$ cat config.mk
export PLATFORM = sky130hd
export DESIGN_NAME = instr_prefetch
export DESIGN_NICKNAME = d
export VERILOG_FILES = /design/src/rtl/instr_prefetch.sv
export SDC_FILE = /design/constraint.sdc
export NUM_CORES = 1
export LEC_CHECK = 0
export CAP_MARGIN = 20
export CORE_MARGIN = 2
export CORE_UTILIZATION = 39
export DETAILED_ROUTE_END_ITERATION = 10
export MAX_ROUTING_LAYER = met4
export PLACE_DENSITY = 0.72
export SYNTH_ARGS = -nofsm -noshare
export SYNTH_HDL_FRONTEND = slang
export SYNTH_SLANG_ARGS = --single-unit
$ cat constraint.sdc
create_clock -name clk -period 2.9 [get_ports clk]
set_input_delay 0.435 -clock clk [delete_from_list [all_inputs] [get_ports clk]]
set_output_delay 0.435 -clock clk [all_outputs]
set_load 0.1 [all_outputs]
$ cat src/rtl/instr_prefetch.sv
`default_nettype none
// ============================================================================
// Module      : instr_prefetch
// Description : Sequential instruction prefetcher with a small {pc,data} FIFO,
//               branch-redirect flush and halt, feeding the decode sequencer.
// Revision    : 1.0 - initial release
// ============================================================================
module instr_prefetch #(
    parameter int               DEPTH    = 4,
    parameter int               ADDR_W   = 12,
    parameter logic [ADDR_W-1:0] RESET_PC = 2
) (
    input  logic                    clk,
    input  logic                    rst,
    input  logic                    mem_gnt,
    output logic                    mem_req,
    output logic [ADDR_W-1:0]       mem_addr,
    input  logic                    mem_rvalid,
    input  logic [31:0]             mem_rdata,
    output logic                    instr_valid,
    output logic [31:0]             instr_data,
    output logic [ADDR_W-1:0]       instr_pc,
    input  logic                    instr_ready,
    input  logic                    redirect_valid,
    input  logic [ADDR_W-1:0]       redirect_pc,
    input  logic                    halt,
    output logic [$clog2(DEPTH):0]  fifo_count
);

    localparam int                 c_PTR_W = $clog2(DEPTH);
    localparam logic [c_PTR_W:0]   c_DEPTH = (c_PTR_W + 1)'(DEPTH);

    logic [ADDR_W-1:0]  r_fpc;
    logic [ADDR_W-1:0]  r_tag;
    logic               r_inflight;
    logic [c_PTR_W-1:0] r_wptr;
    logic [c_PTR_W-1:0] r_rptr;
    logic [c_PTR_W:0]   r_count;
    logic [31:0]        r_data [DEPTH];
    logic [ADDR_W-1:0]  r_pc   [DEPTH];

    logic [c_PTR_W:0]   w_occupied;
    logic               w_accept;
    logic               w_push;
    logic               w_pop;

    // The in-flight word already owns a slot, so requests stop one early.
    assign w_occupied  = r_count + {{c_PTR_W{1'b0}}, r_inflight};
    assign mem_req     = !rst && !halt && !redirect_valid && (w_occupied < c_DEPTH);
    assign mem_addr    = r_fpc;
    assign w_accept    = mem_req && mem_gnt;
    assign w_push      = mem_rvalid && r_inflight && !redirect_valid && !rst;
    assign w_pop       = instr_valid && instr_ready;

    assign instr_valid = (r_count != '0);
    assign instr_data  = instr_valid ? r_data[r_rptr] : '0;
    assign instr_pc    = instr_valid ? r_pc[r_rptr]   : '0;
    assign fifo_count  = r_count;

    always_ff @(posedge clk) begin
        if (rst) begin
            r_fpc      <= RESET_PC;
            r_tag      <= '0;
            r_inflight <= 1'b0;
            r_wptr     <= '0;
            r_rptr     <= '0;
            r_count    <= '0;
        end else if (redirect_valid) begin
            r_fpc      <= redirect_pc;
            r_inflight <= 1'b0;
            r_wptr     <= '0;
            r_rptr     <= '0;
            r_count    <= '0;
        end else begin
            if (w_accept) begin
                r_inflight <= 1'b1;
                r_tag      <= r_fpc;
                r_fpc      <= r_fpc + ADDR_W'(1);
            end else if (w_push) begin
                r_inflight <= 1'b0;
            end
            if (w_push) r_wptr <= r_wptr + c_PTR_W'(1);
            if (w_pop)  r_rptr <= r_rptr + c_PTR_W'(1);
            case ({w_push, w_pop})
                2'b10:   r_count <= r_count + (c_PTR_W + 1)'(1);
                2'b01:   r_count <= r_count - (c_PTR_W + 1)'(1);
                default: r_count <= r_count;
            endcase
        end
    end

    // Storage needs no reset: outputs are masked while the FIFO is empty.
    always_ff @(posedge clk) begin
        if (w_push) begin
            r_data[r_wptr] <= mem_rdata;
            r_pc[r_wptr]   <= r_tag;
        end
    end

    always_ff @(posedge clk) begin
        if (!rst && !redirect_valid) begin
            assert (!(w_push && !w_pop && (r_count == c_DEPTH)));
        end
    end

endmodule
`default_nettype wire

Word level (Yosys, flattened, before mapping)

Memory sizes are Yosys's and may differ from the RTL's. A register that Yosys moved wholly into a read port is not among the register bits.
Index checks and enable logic that the tools add are counted.
Widths: inputs -> output; s select.

Register bits: 32
Memory bits (writable): 176
Bits of input ports: 51
Memories kept: 2

Memory list:

| name   | words | width | read ports | clocked after Yosys merged registers in | write ports | RTL line | RTL |
|---|---|---|---|---|---|---|---|
| r_data | 4     | 32    | 1          | 1                                       | 1           | 39       | `logic [31:0] r_data [DEPTH];` |
| r_pc   | 4     | 12    | 1          | 1                                       | 1           | 40       | `logic [ADDR_W-1:0] r_pc [DEPTH];` |

Add/sub/neg operators: 6
Order comparisons: 1
Equality and inequality tests: 2
Muxes and demuxes: 13
Bitwise gates (word level): 1
Reduce and logical (&&, ||, !) cells: 17

Operators with widths:

| cell                  | count |
|---|---|
| $mux 12               | 3 |
| $mux 32               | 1 |
| $add 12x1->12 const B | 1 |
| $logic_and 1x1->1     | 8 |
| $mux 2                | 4 |
| $pmux 3 s2            | 1 |
| $reduce_bool 2->1     | 3 |
| $add 2x1->2 const B   | 2 |
| $mux 1                | 4 |
| $add 3x1->3           | 1 |
| $add 3x1->3 const B   | 1 |
| $logic_not 1->1       | 3 |
| $lt 3x3->1 const B    | 1 |
| $reduce_bool 3->1     | 1 |
| $sub 3x1->3 const B   | 1 |
| $eq 2x1->1 const B    | 1 |
| $eq 2x2->1 const B    | 1 |
| $reduce_and 2->1      | 1 |
| $reduce_or 2->1       | 1 |
| $not 1->1             | 1 |

Logic depth before layout (Yosys ltp)

Depth in word-level cells: 7
Gate-level depth with buffers: 11
Mapped depth without buffers: 9

Worst setup path after synthesis

OpenSTA, ideal clock, no wires.

Kind: reg2out
Start: reg r_count[0] (netlist: fifo_count[0])
End: out instr_pc[10]
Data arrival time: 3221 ps
Slack: -756 ps
Stages on the path, launching flop included: 5
Buffers on the path: 2
Path through: dfxtp_1 -> or3_1 -> buf_2 -> clkbuf_1 -> and2_1

Longest elaborated chain between the ends: 2

RTL lines:

| what                   | RTL line | RTL |
|---|---|---|
| from (decl)            | 38       | `logic [c_PTR_W:0] r_count;` |
| from (signal assigned) | 85       | `2'b10: r_count <= r_count + (c_PTR_W + 1)'(1);` |
| from (signal assigned) | 86       | `2'b01: r_count <= r_count - (c_PTR_W + 1)'(1);` |
| from (signal assigned) | 87       | `default: r_count <= r_count;` |
| $reduce_bool 3->1      | 55       | `assign instr_valid = (r_count != '0);` |
| net instr_valid        | 20       | `output logic instr_valid,` |
| $mux 12                | 57       | `assign instr_pc = instr_valid ? r_pc[r_rptr] : '0;` |
| to (decl)              | 22       | `output logic [ADDR_W-1:0] instr_pc,` |

The timed path passes the listed nets, and every way through them passes these cells.

==> flow_summary.yaml <==
status:
  status: "finished clean"
clocking:
  cts_made_buffers: 23
  clk_path_buf_depth: 3
  cts.sinks: 210
  cts_resized: 0
  clk_latency_ns: 0.50
  postCtsSetupBuffers: 0
  cts_tree: "built"
  clk_pin_slew_ns: 0.06
  holdBufCountCts: 0
  cts_root_buffer: "clkbuf_16"
  htree_num_levels: 1
global_route:
  grt_pass1_vias: 4822
  grt_pass1_wl_microns: 25400
  grt_use_total: 0.149
  grt_overflow: 0
  grt_max_degree: 46
  antenna_found_initial: 0
logic_synthesis:
  synth_seq_area_share: 0.719
  synth_nets: 541
  synth_edf_count: 176
  synth_area_sq_um: 8290
  ys_ff_latch: 210
  syn_area_per_cell_sq_um: 17.2
  synth-main-ff-cell: "edfxtp_1"
  async_reset_ff_frac: 0
  synth_cell_type_count: 44
  yosys_warnings: 0
  syn-instance-count: 483
die:
  die_area_sq_um: 22400
  rows: 53
  die_x_microns: 150
  fp.coreArea_sq_um: 21000
  initial_utilization: 0.396
  io_pins: 112
  die_h_microns: 150
power_and_ir_drop:
  seqPwrFrac: 0.509
  p_total_mw: 6.47
  ir_drop_uv: 337
  power_frac_comb: 0.040
  p_sw_mw: 1.28
  powerDensity_nw_per_um2: 588
  total_leakage_power_nw: 3.51
  internal_power_mw: 5.19
  power.share.switching: 0.198
  clockPowerShare: 0.451
placed_design:
  port_buffers: 111
  hpwl_microns: 9820
  place_congestion: 0.903
  dp_cells: 856
timing:
  finalSetupTns_ns: 0
  finalHoldViolCount: 0
  drv_slew: 0
  period_needed_ns: 2.63
  final.period_utilization: 0.908
  grt_setup_unrepaired: "no"
  max_freq_mhz: 380
  finalSetupViolations: 0
  worst_pin_slew_ns: 0.590
  slew_headroom: 0.606
  fin_worst_skew_ns: 0.0222
critical_path:
  crit_arrival_ns: 2.20
  critical_path.max_stage_delay_ns: 0.60
  cp-end-kind: "output port"
  critPathRequiredTime_ns: 2.47
  cp_max_fo: 17
  timing.critical_path.buf_inv: 2
  regToRegSetupSlack_ns: 0.74
  path_delay_family: "flip-flops"
  critPathLaunchType: "flip-flop"
  cp_slowest_cell: "dfxtp_2"
  cp_cell_sequence: "buf_4 -> mux4_2 -> and2_1 -> buf_12"
  critical_path_class: "flip-flop to output port"
drt:
  drtIter0Drc: 319
  vias: 4548
  via_per_inst: 5.06
  antenna_left: 0
  drc: 0
  first_pass_iters: 4
  routedWlPerCell_microns: 17.7
  wirelength_microns: 15900
layout:
  syn2layout_area_growth_pct: 32.8
  fin_nets: 664
  final_util: 0.525
  num_antenna_cells: 0
  final_layout_size_suffix_gt1_frac: 0.287
  finalNonFillerCells: 898
flow_run:
  max_cap_violations: 0
min_path:
  hold_path.class: "input port to flip-flop"
-- power by group through the flow --
stage	Combinational [mW]	Sequential [mW]	Clock, mW
floorplan	0.0677	3.42	0
global placement	0.254	3.35	0
detailed placement	0.261	3.36	0
CTS	0.262	3.29	2.99
global route	0.276	3.29	3.12
finish	0.261	3.29	2.92
-- worst register-to-register path: cells and delay by family, from the launching register on --
kind / cells / cell delay, ns
buf+inv: 1 / 0.06
xor+xnor: 1 / 0.16
compound gates: 1 / 0.14
simple gates: 3 / 0.70
flops: 1 / 0.43
fa+ha+maj: 2 / 0.59
-- cells in the mapped netlist (2+ instances only) --
cell type	count	area share
edfxtp_1	176	0.64
and2_1	50	0.038
mux4_2	44	0.12
nand2_1	38	0.017
dfxtp_1	34	0.082
a21oi_1	24	0.014
nor2_1	16	0.0072
clkbuf_1	11	0.0050
inv_1	8	0.0036
a22oi_1	6	0.0054
ha_1	6	0.0091
nand2b_1	6	0.0045
o22ai_1	6	0.0045
buf_4	5	0.0045
buf_1	4	0.0018
nor3_1	4	0.0024
buf_2	3	0.0018
nand3_1	3	0.0018
nand4_1	3	0.0023
or2_2	3	0.0023
xor2_1	3	0.0032
a32oi_1	2	0.0021
and3_1	2	0.0015
mux2_2	2	0.0027
mux2i_1	2	0.0024
o21ai_0	2	0.0012
or3_1	2	0.0015
xnor2_1	2	0.0021
-- layer usage --
layer / up-vias / track usage / share of wire
met1: 2280 / 0.194 / 0.43
met5: - / - / 0
met2: 154 / 0.245 / 0.49
li1: 2094 / - / -
met3: 20 / 0.0262 / 0.062
met4: 0 / 0.0363 / 0.014
-- cells in the final DEF, fill, tap and decap left out, types with 8 or more instances in the layout --
master and n:
edfxtp_1 176, buf_12 53, clkdlybuf4s50_1 50, mux4_2 44
nand2_1 38, and2_1 37, dfxtp_1 31, a21oi_1 24
clkbuf_16 23, buf_4 21, nor2_1 16, and2_2 14
inv_1 8
-- cell families (layout without fill, tap and decap cells) --
family          count (synthesis)  count (layout)  share of synthesized area
compound gates                 44              44                     0.0315
xor+xnor                        6               6                    0.00724
fa+ha+maj                       7               7                     0.0115
mux                            48              48                      0.125
buf+inv                        34             174                     0.0205
simple gates                  134             134                     0.0854
flops                         210             210                      0.719
-- path summary, 6_finish.rpt --
path	start	endpoint	cells past startpoint
min	redirect_pc[8]	mem_addr[8]	3
min reg2reg	r_tag[5]	r_tag[5]	2
max reg2reg	fifo_count[2]	fifo_count[2]	8
max	flip-flop	instr_data[27]	4
-- registers in the layout (all words and copies together), names as in the netlist, named ones only --
name        cells
r_tag          12
mem_addr       12
r_data        128
r_inflight      1
r_wptr          2
fifo_count      3
r_pc           48
r_rptr          2
-- stage by stage --
stage	hold WS, ns	setup WS, ns	cell area [sq um]
floorplan	0.457	0.00626	8310
global placement	0.473	0.435	10200
detailed placement	0.499	0.344	10200
CTS	0.478	0.215	11000
global route	0.495	0.146	11000
finish	0.492	0.267	11000
-- final cells by class --
class / count / area (sq um)
Fill cell: 1672 / 9940
Sequential cell: 210 / 5970
Multi-Input combinational cell: 239 / 2170
Timing Repair Buffer: 124 / 1720
Clock buffer: 27 / 591
Tap cell: 275 / 344
Clock inverter: 15 / 181
Inverter: 8 / 30.0
No activity file was read; power rests on OpenSTA's default activity.
